===== config.mk =====
export PLATFORM = sky130hd
export DESIGN_NAME = fns_dec_seq_flat
export DESIGN_NICKNAME = d
export VERILOG_FILES = /design/src/rtl/fns_dec_seq_if.sv /design/src/rtl/fns_dec_seq.sv /design/src/flat_wrapper.sv
export SDC_FILE = /design/constraint.sdc
export NUM_CORES = 1
export LEC_CHECK = 0
export BUFFER_PORTS_ARGS = -buffer_cell sky130_fd_sc_hd__clkbuf_2
export CAP_MARGIN = 25
export CELL_PAD_IN_SITES_DETAIL_PLACEMENT = 0
export CELL_PAD_IN_SITES_GLOBAL_PLACEMENT = 1
export CORE_UTILIZATION = 38
export CTS_CLUSTER_DIAMETER = 40
export CTS_CLUSTER_SIZE = 8
export DETAILED_ROUTE_END_ITERATION = 16
export PLACE_DENSITY_LB_ADDON = 0.08
export REMOVE_ABC_BUFFERS = 1
export SLEW_MARGIN = 0
export SYNTH_ARGS = -nofsm -noshare
export SYNTH_HDL_FRONTEND = slang
export SYNTH_SLANG_ARGS = --single-unit

===== constraint.sdc =====
create_clock -name clk -period 8.4 [get_ports clk]
set_input_delay 0.84 -clock clk [delete_from_list [all_inputs] [get_ports clk]]
set_output_delay 0.84 -clock clk [all_outputs]
set_load 0.02 [all_outputs]

===== src/rtl/fns_dec_seq_if.sv =====
// fns_dec_seq_if: handshake bundle for the FNS mosaic decode sequencer.
// Carries the codeword-in valid/ready channel, the result-out valid/ready
// channel and the error status. The master drives codewords and accepts
// results; the slave is the sequencer.
interface fns_dec_seq_if #(
  parameter int NGROUP = 4,
  parameter int OUTW   = 10
);
  logic                  in_valid;
  logic                  in_ready;
  logic [3*NGROUP-1:0]   codein;
  logic                  out_valid;
  logic                  out_ready;
  logic [OUTW-1:0]       dataout;
  logic                  err;
  logic [7:0]            err_cnt;

  modport master (
    output in_valid, codein, out_ready,
    input  in_ready, out_valid, dataout, err, err_cnt
  );

  modport slave (
    input  in_valid, codein, out_ready,
    output in_ready, out_valid, dataout, err, err_cnt
  );
endinterface


===== src/rtl/fns_dec_seq.sv =====
// fns_dec_seq: receive-side sequencer that runs one shared 3-bit FNS group
// decoder across an NGROUP-group codeword, MSB group first, and folds the
// group values together by Horner accumulation in base RADIX.
// Optional macro FNS_DEC_SEQ_ERRCNT_EN enables an 8-bit saturating counter
// of results retired with err set; without it err_cnt is tied to zero.
module fns_dec_seq #(
  parameter int NGROUP = 4,
  parameter int RADIX  = 5,
  parameter int OUTW   = 10
) (
  input  logic           clk,
  input  logic           rst,
  fns_dec_seq_if.slave   bus
);

  // Group values never exceed 6, so the accumulator is sized for the larger
  // of 7 and RADIX per digit; illegal words then cannot wrap it either.
  localparam int RMAX = (RADIX > 7) ? RADIX : 7;
  localparam int ACCW = $clog2(RMAX ** NGROUP) + 1;
  localparam int IDXW = (NGROUP > 1) ? $clog2(NGROUP) : 1;
  localparam int CW   = 3 * NGROUP;

  // RESULT is a single cycle that moves the finished accumulator into the
  // output registers, giving the NGROUP+1 cycle accept-to-valid latency.
  typedef enum logic [1:0] {
    IDLE   = 2'd0,
    DECODE = 2'd1,
    RESULT = 2'd2,
    DONE   = 2'd3
  } state_t;

  state_t            r_state;
  state_t            w_nextState;

  logic [CW-1:0]     r_shadow;
  logic [ACCW-1:0]   r_acc;
  logic              r_errAcc;
  logic [IDXW-1:0]   r_idx;
  logic [OUTW-1:0]   r_dataout;
  logic              r_err;

  logic              w_accept;
  logic              w_load;
  logic              w_step;
  logic              w_capture;
  logic              w_retire;
  logic [2:0]        w_group;
  logic [2:0]        w_val;
  logic              w_illegal;

  assign bus.in_ready  = (r_state == IDLE) || ((r_state == DONE) && bus.out_ready);
  assign bus.out_valid = (r_state == DONE);
  assign bus.dataout   = r_dataout;
  assign bus.err       = r_err;
  assign w_accept      = bus.in_valid && bus.in_ready;

  // Shared group decoder: weights 3,2,1 so codes 011 and 100 both give 3
  always_comb begin
    w_group   = r_shadow[3*r_idx +: 3];
    w_val     = (w_group[2] ? 3'd3 : 3'd0) + (w_group[1] ? 3'd2 : 3'd0) + {2'b00, w_group[0]};
    w_illegal = (int'(w_val) >= RADIX);
  end

  // State register
  always_ff @(posedge clk or posedge rst) begin
    if (rst) begin
      r_state <= IDLE;
    end else begin
      r_state <= w_nextState;
    end
  end

  // Next-state and datapath control decode
  always_comb begin
    w_nextState = r_state;
    w_load      = 1'b0;
    w_step      = 1'b0;
    w_capture   = 1'b0;
    w_retire    = 1'b0;
    case (r_state)
      IDLE: begin
        if (w_accept) begin
          w_load      = 1'b1;
          w_nextState = DECODE;
        end
      end
      DECODE: begin
        w_step = 1'b1;
        if (r_idx == '0) begin
          w_nextState = RESULT;
        end
      end
      RESULT: begin
        w_capture   = 1'b1;
        w_nextState = DONE;
      end
      DONE: begin
        if (bus.out_ready) begin
          w_retire = 1'b1;
          if (bus.in_valid) begin
            w_load      = 1'b1;
            w_nextState = DECODE;
          end else begin
            w_nextState = IDLE;
          end
        end
      end
      default: begin
        w_nextState = IDLE;
      end
    endcase
  end

  // Shadow capture and Horner accumulation, one group per DECODE cycle
  always_ff @(posedge clk or posedge rst) begin
    if (rst) begin
      r_shadow <= '0;
      r_acc    <= '0;
      r_errAcc <= 1'b0;
      r_idx    <= '0;
    end else if (w_load) begin
      r_shadow <= bus.codein;
      r_acc    <= '0;
      r_errAcc <= 1'b0;
      r_idx    <= IDXW'(NGROUP - 1);
    end else if (w_step) begin
      r_acc    <= r_acc * ACCW'(RADIX) + ACCW'(w_val);
      r_errAcc <= r_errAcc | w_illegal;
      if (r_idx != '0) begin
        r_idx <= r_idx - IDXW'(1);
      end
    end
  end

  // Result registers, held stable through DONE until the sink takes them
  always_ff @(posedge clk or posedge rst) begin
    if (rst) begin
      r_dataout <= '0;
      r_err     <= 1'b0;
    end else if (w_capture) begin
      r_dataout <= r_errAcc ? '0 : OUTW'(r_acc);
      r_err     <= r_errAcc;
    end
  end

`ifdef FNS_DEC_SEQ_ERRCNT_EN
  logic [7:0] r_errCnt;

  // Count results retired with err set, sticking at 255 until reset
  always_ff @(posedge clk or posedge rst) begin
    if (rst) begin
      r_errCnt <= '0;
    end else if (w_retire && r_err && (r_errCnt != 8'hFF)) begin
      r_errCnt <= r_errCnt + 8'd1;
    end
  end

  assign bus.err_cnt = r_errCnt;
`else
  assign bus.err_cnt = 8'd0;
`endif

endmodule

===== src/flat_wrapper.sv =====
// flat-port wrapper written by rule: the top's interface ports become plain ports
module fns_dec_seq_flat 
#(
  parameter int NGROUP = 4,
  parameter int RADIX  = 5,
  parameter int OUTW   = 10
)
  (clk, rst, bus_in_valid, bus_codein, bus_out_ready, bus_in_ready, bus_out_valid, bus_dataout, bus_err, bus_err_cnt);
  fns_dec_seq_if #(.NGROUP(NGROUP), .OUTW(OUTW)) bus_i ();
  input  logic clk;
  input  logic rst;
  input wire logic [$bits(bus_i.in_valid)-1:0] bus_in_valid;
  input wire logic [$bits(bus_i.codein)-1:0] bus_codein;
  input wire logic [$bits(bus_i.out_ready)-1:0] bus_out_ready;
  output wire logic [$bits(bus_i.in_ready)-1:0] bus_in_ready;
  output wire logic [$bits(bus_i.out_valid)-1:0] bus_out_valid;
  output wire logic [$bits(bus_i.dataout)-1:0] bus_dataout;
  output wire logic [$bits(bus_i.err)-1:0] bus_err;
  output wire logic [$bits(bus_i.err_cnt)-1:0] bus_err_cnt;
  assign bus_i.in_valid = bus_in_valid;
  assign bus_i.codein = bus_codein;
  assign bus_i.out_ready = bus_out_ready;
  assign bus_in_ready = bus_i.in_ready;
  assign bus_out_valid = bus_i.out_valid;
  assign bus_dataout = bus_i.dataout;
  assign bus_err = bus_i.err;
  assign bus_err_cnt = bus_i.err_cnt;
  fns_dec_seq #(.NGROUP(NGROUP), .RADIX(RADIX), .OUTW(OUTW)) u_core (.clk(clk), .rst(rst), .bus(bus_i));
endmodule

## Yosys cells after proc, flatten, opt, wreduce, memory -nomap -nowiden

Index checks and enable logic that the tools add are counted.

| word-level totals | value |
|---|---|
| output and inout port bits | 21 |
| input port bits | 16 |
| logic and storage cells | 53 |
| register bits after elaboration | 41 |

| operators by class | value |
|---|---|
| shift operators | 1 |
| equality and inequality tests | 6 |
| add/sub/neg operators | 4 |
| reduce and logical (&&, ||, !) cells | 10 |
| multipliers | 2 |
| mux-type cells | 21 |
| bitwise gates (word level) | 1 |
| order comparisons | 1 |

Operators by type and width:

| kind | number |
|---|---|
| $mux W13 | 2 |
| $mux W2 | 8 |
| $add A13 B3 Y13 | 1 |
| $mul A13 B3 Y13 const B | 1 |
| $shiftx A12 B5 Y3 | 1 |
| $mux W10 | 1 |
| $mux W1 | 8 |
| $pmux W2 S4 | 1 |
| $reduce_bool A2 Y1 | 3 |
| $eq A2 B2 Y1 const B | 2 |
| $logic_not A2 Y1 | 2 |
| $mul A2 B2 Y4 const A | 1 |
| $ne A2 B1 Y1 const B | 2 |
| $add A3 B1 Y3 | 1 |
| $add A3 B3 Y3 | 1 |
| $ge A3 B3 Y1 const B | 1 |
| $reduce_and A3 Y1 | 1 |
| $eq A2 B1 Y1 const B | 1 |
| $logic_and A1 B1 Y1 | 2 |
| $ne A2 B2 Y1 const B | 1 |
| $pmux W1 S2 | 1 |
| $reduce_and A2 Y1 | 1 |
| $sub A2 B1 Y2 const B | 1 |
| $logic_or A1 B1 Y1 | 1 |
| $or A1 B1 Y1 | 1 |

## Depth between registers and ports, before layout

| depth | value |
|---|---|
| word-level depth | 9 |
| mapped depth | 14 |
| mapped depth without buffers | 14 |

## Worst setup path before layout

No wires, ideal clock.

| timing | value |
|---|---|
| path kind | flip-flop to flip-flop |
| start point | register u_core.r_idx[1] |
| end point | register u_core.r_acc[9] |
| arrival time | 3.310 ns |
| setup slack | 5.010 ns |
| setup time | 0.079 ns |
| stages on the path, launching flop included | 15 |
| data required time | 8.321 ns |
| cell sequence | dfrtp_1 -> mux4_2 -> ha_1 -> inv_1 -> fa_1 -> inv_1 -> ha_1 -> ha_1 -> inv_1 -> fa_1 -> nor2b_4 -> o31a_4 -> o22ai_2 -> mux2i_1 -> mux2i_1 |

| on the way | value |
|---|---|
| word-level cells in the longest chain between the ends | 8 |
| elaborated cells between the ends (all ways) | 9 |
| classes of those cells | add/sub: 3; mul: 1; shift: 1; mux: 4 |

RTL lines:

| what | line | text |
|---|---|---|
| start, declared | fns_dec_seq.sv:38 | `logic [IDXW-1:0] r_idx;` |
| start signal, assigned | fns_dec_seq.sv:125 | `r_idx <= IDXW'(NGROUP - 1);` |
| start signal, assigned | fns_dec_seq.sv:130 | `r_idx <= r_idx - IDXW'(1);` |
| $mul A2 B2 Y4 * | fns_dec_seq.sv:59 | `w_group = r_shadow[3*r_idx +: 3];` |
| $shiftx A12 B5 Y3 * | fns_dec_seq.sv:59 |  |
| $mux W2 | fns_dec_seq.sv:60 | `w_val = (w_group[2] ? 3'd3 : 3'd0) + (w_group[1] ? 3'd2 : 3'd0) + {2'b00, w_group[0]};` |
| $add A3 B3 Y3 | fns_dec_seq.sv:60 |  |
| $add A3 B1 Y3 * | fns_dec_seq.sv:60 |  |
| $add A13 B3 Y13 * | fns_dec_seq.sv:127 | `r_acc <= r_acc * ACCW'(RADIX) + ACCW'(w_val);` |
| $mux W13 * | fns_dec_seq.sv:126 | `end else if (w_step) begin` |
| $mux W13 * | fns_dec_seq.sv:121 | `end else if (w_load) begin` |
| end signal, assigned | fns_dec_seq.sv:127 |  |
| end, declared | fns_dec_seq.sv:36 | `logic [ACCW-1:0] r_acc;` |

Every way passes the cells marked *; elsewhere a longest branch is shown, timed or not. The select of a mux whose other input is x is not followed.
A chain may end at the register's enable or synchronous reset.

## Worst setup path after layout

| timing | value |
|---|---|
| start point | register u_core.r_idx[1] |
| end point | register u_core.r_acc[7] |

The elaborated chain is that of the path after synthesis.

==> impl_metrics.toml <==
[status]
outcome = "finished, final reports clean"

[synthesis]
seq_area_frac_synth_pct = 38.7
async_flop_share_pct = 100
synth_commonest_cells = "48 x nand2_1, 38 x dfrtp_1, 32 x ha_1"
netlist-cell-type-count = 50
yosysMostFrequentCell = "nand2_1"
ys_top_cells_by_area = "dfrtp_1 39%, ha_1 16%, nand2_1 7.3%, inv_1 4.3%, mux4_2 2.8%"
synth_edf_count = 0
synth_area_um2 = 2460
yosys_warnings = 0
syn_inst = 250
synth_top_cell_by_area = "dfrtp_1"
synth-seq-cells = 38
ys.flop_type = "dfrtp_1"
synth.top_cell.area_share_pct = 38.7
avgSynthCellArea_um2 = 9.82

[layout]
fin_util_pct = 44.9
area_growth_pct = 10.7
drive_above_1_share_pct = 17.9
nets = 329
antennaDiodeCount = 0

[sta]
min_period_ns = 3.57
slew_violations = 0
rsz0062_at_grt = "false"
hold_viol = 0
tns_ns = 0
timing.slew.headroom_pct = 36.7
layout_setup_ws_ns = 4.83
worstMarginPinSlew_ns = 0.948
finalClockSkew_ns = 0.00469
fmax_mhz = 280
finalSetupViolations = 0
period_share_pct = 42.6

[clock_tree]
clockBufferDepth = 2
cts.htree.levels = 2
path_clk_slew_ns = 0.08
cts_resized = 0
cts_tree = "done"
ctsHoldBuffers = 0
root_buffer = "clkbuf_8"
cts_buffers = 5
cts_setup_buffers = 0
clkSinkCount = 38
clk_latency_ns = 0.28

[job]
cap_violations = 0

[setup_path]
r2r_setup_slack_ns = 4.83
critPathArrivalTime_ns = 3.74
cp-start-kind = "flip-flop"
worstReg2RegStart = "u_core.r_idx[1]$_DFFE_PP0P_"
r2r_cells = 14
worstPathMaxFanout = 5
crit_path_end = "u_core.r_acc[7]$_DFFE_PP0P_"
reg2reg_to = "u_core.r_acc[7]$_DFFE_PP0P_"
endpoint_kind = "flip-flop"
crit_type = "flip-flop to flip-flop"
crit_required_ns = 8.57
crit_path_start = "u_core.r_idx[1]$_DFFE_PP0P_"

[pwr]
pwr-share-seq_pct = 27.3
power.switching_w = 0.000567
powerDensity_nw_per_um2 = 457
comb_power_share_pct = 62.1
irDropWorstVdd_uv = 196
clkPwrFrac_pct = 10.5
intPower_w = 0.000676
p_leak_nw = 1.43
switching_share_pct = 45.6

[detailed_routing]
drtIter0Drc = 32
drt-vias-per-instance = 4.95
drt-total-wl_mm = 4.76
dr.pass1.iters = 4
wire_per_inst_um = 13.4
antenna_left = 0
dr_total_vias = 1758
drcViolationCount = 0

[floorplan]
die_h_um = 82.4
io_pins = 37
die_area_um2 = 6790
start_util_pct = 40.5
die_width_um = 82.4
std_cell_rows = 28
core_area_um2 = 6060

[global_routing]
grt_usage_pct = 15.9
grt_pass1_vias = 1622
grt_pass1_wl_mm = 7.96
grt_start_max_net_pins = 38
gr-total-overflow = 0
antenna_found_initial = 0

[worst_hold_path]
hold_path.class = "primary input to asynchronous set/reset pin"

[placed_design]
gp_congestion = 0.811
place.detailed.hpwl_mm = 3.56
portBuffers = 28
post-place-ws_ns = 4.80
cell type report:
cell class | instances | area [µm²]
clock buffer | 6 | 82.6
clock inverter | 2 | 12.5
fill | 613 | 3340
inverter | 28 | 105
multi-input combinational | 177 | 1330
sequential | 38 | 951
tap | 75 | 93.8
timing repair buffer | 29 | 148
kinds of logic (layout without fill, tap and decap cells):
group / Yosys count / after routing / synth area share (%)
AO/OA/AOI/OAI: 39 / 39 / 11.5
XOR/XNOR: 4 / 4 / 1.43
adder cells (fa/ha/maj): 34 / 34 / 17.9
buffers and inverters: 42 / 65 / 8.30
flip-flops: 38 / 38 / 38.7
multiplexers: 10 / 10 / 5.71
other: 1 / 8 / 0.153
AND/OR/NAND/NOR: 82 / 82 / 16.3
how the worst min path moves through the flow:
stage / startpoint / endpoint / slack [ns] / cells past startpoint
finish: rst / u_core.r_state[0]$_DFFE_PP0P_ / 0.36 / 2
CTS: rst / u_core.r_state[0]$_DFFE_PP0P_ / 0.36 / 2
detailed placement: u_core.r_shadow[10]$_DFFE_PP0P_ / u_core.r_shadow[10]$_DFFE_PP0P_ / 0.46 / 2
global placement: u_core.r_shadow[11]$_DFFE_PP0P_ / u_core.r_shadow[11]$_DFFE_PP0P_ / 0.46 / 2
global route: rst / u_core.r_state[0]$_DFFE_PP0P_ / 0.37 / 2
floorplan: u_core.r_shadow[3]$_DFFE_PP0P_ / u_core.r_shadow[3]$_DFFE_PP0P_ / 0.44 / 2
critical path: stages, from the launching register on:
cell and delay (ns):
dfrtp_1 0.48, mux4_2 0.58, ha_1 0.22, inv_1 0.06
fa_1 0.40, inv_1 0.07, ha_1 0.22, ha_1 0.21
inv_1 0.07, fa_1 0.24, nor2b_4 0.06, o31a_4 0.29
o21ai_2 0.15, a2111oi_2 0.08, a311o_1 0.35
power by group through the flow:
stage,combinational (W),clock [W],sequential (W)
global route,0.000895,0.000145,0.000353
global placement,0.000777,0,0.000343
finish,0.000772,0.000131,0.000340
CTS,0.000785,0.000135,0.000341
detailed placement,0.000782,0,0.000344
floorplan,0.000598,0,0.000343
layer usage:
layer | GRT usage [%] | up-vias | part of all wire, % | wire, µm
met4 | 3.68 | 0 | 0.52 | 25
li1 | - | 892 | - | -
met3 | 3.30 | 2 | 4.3 | 203
met1 | 23.4 | 831 | 51 | 2440
met2 | 23.6 | 33 | 44 | 2100
met5 | 0 | - | 0 | 0
cells in the final DEF (no fill, tap or decap), drive strengths merged, types with 3 or more instances in the layout:
cell / n
nand2b: 3
nand3b: 6
nor2: 10
conb: 8
o21ai: 14
inv: 28
nand2: 48
a211oi: 3
mux4: 3
mux2i: 5
a21oi: 6
xnor2: 3
dfrtp: 38
clkbuf: 34
ha: 32
nand3: 3
stage by stage:
stage	instance area (µm²)	hold slack, ns	std cells	total power (W)
global placement	2630	0.457	347	0.00112
detailed placement	2630	0.463	347	0.00113
floorplan	2380	0.440	243	0.000941
CTS	2720	0.356	355	0.00126
global route	2720	0.368	355	0.00139
finish	2720	0.362	355	0.00124
state kept, by name (all words and copies together), names as in the netlist:
register / count
u_core.bus.err: 1
u_core.r_shadow: 12
u_core.r_errAcc: 1
u_core.bus.dataout: 10
u_core.r_idx: 2
u_core.r_acc: 10
u_core.r_state: 2
Note: power is estimated with default switching activity, not from simulation.
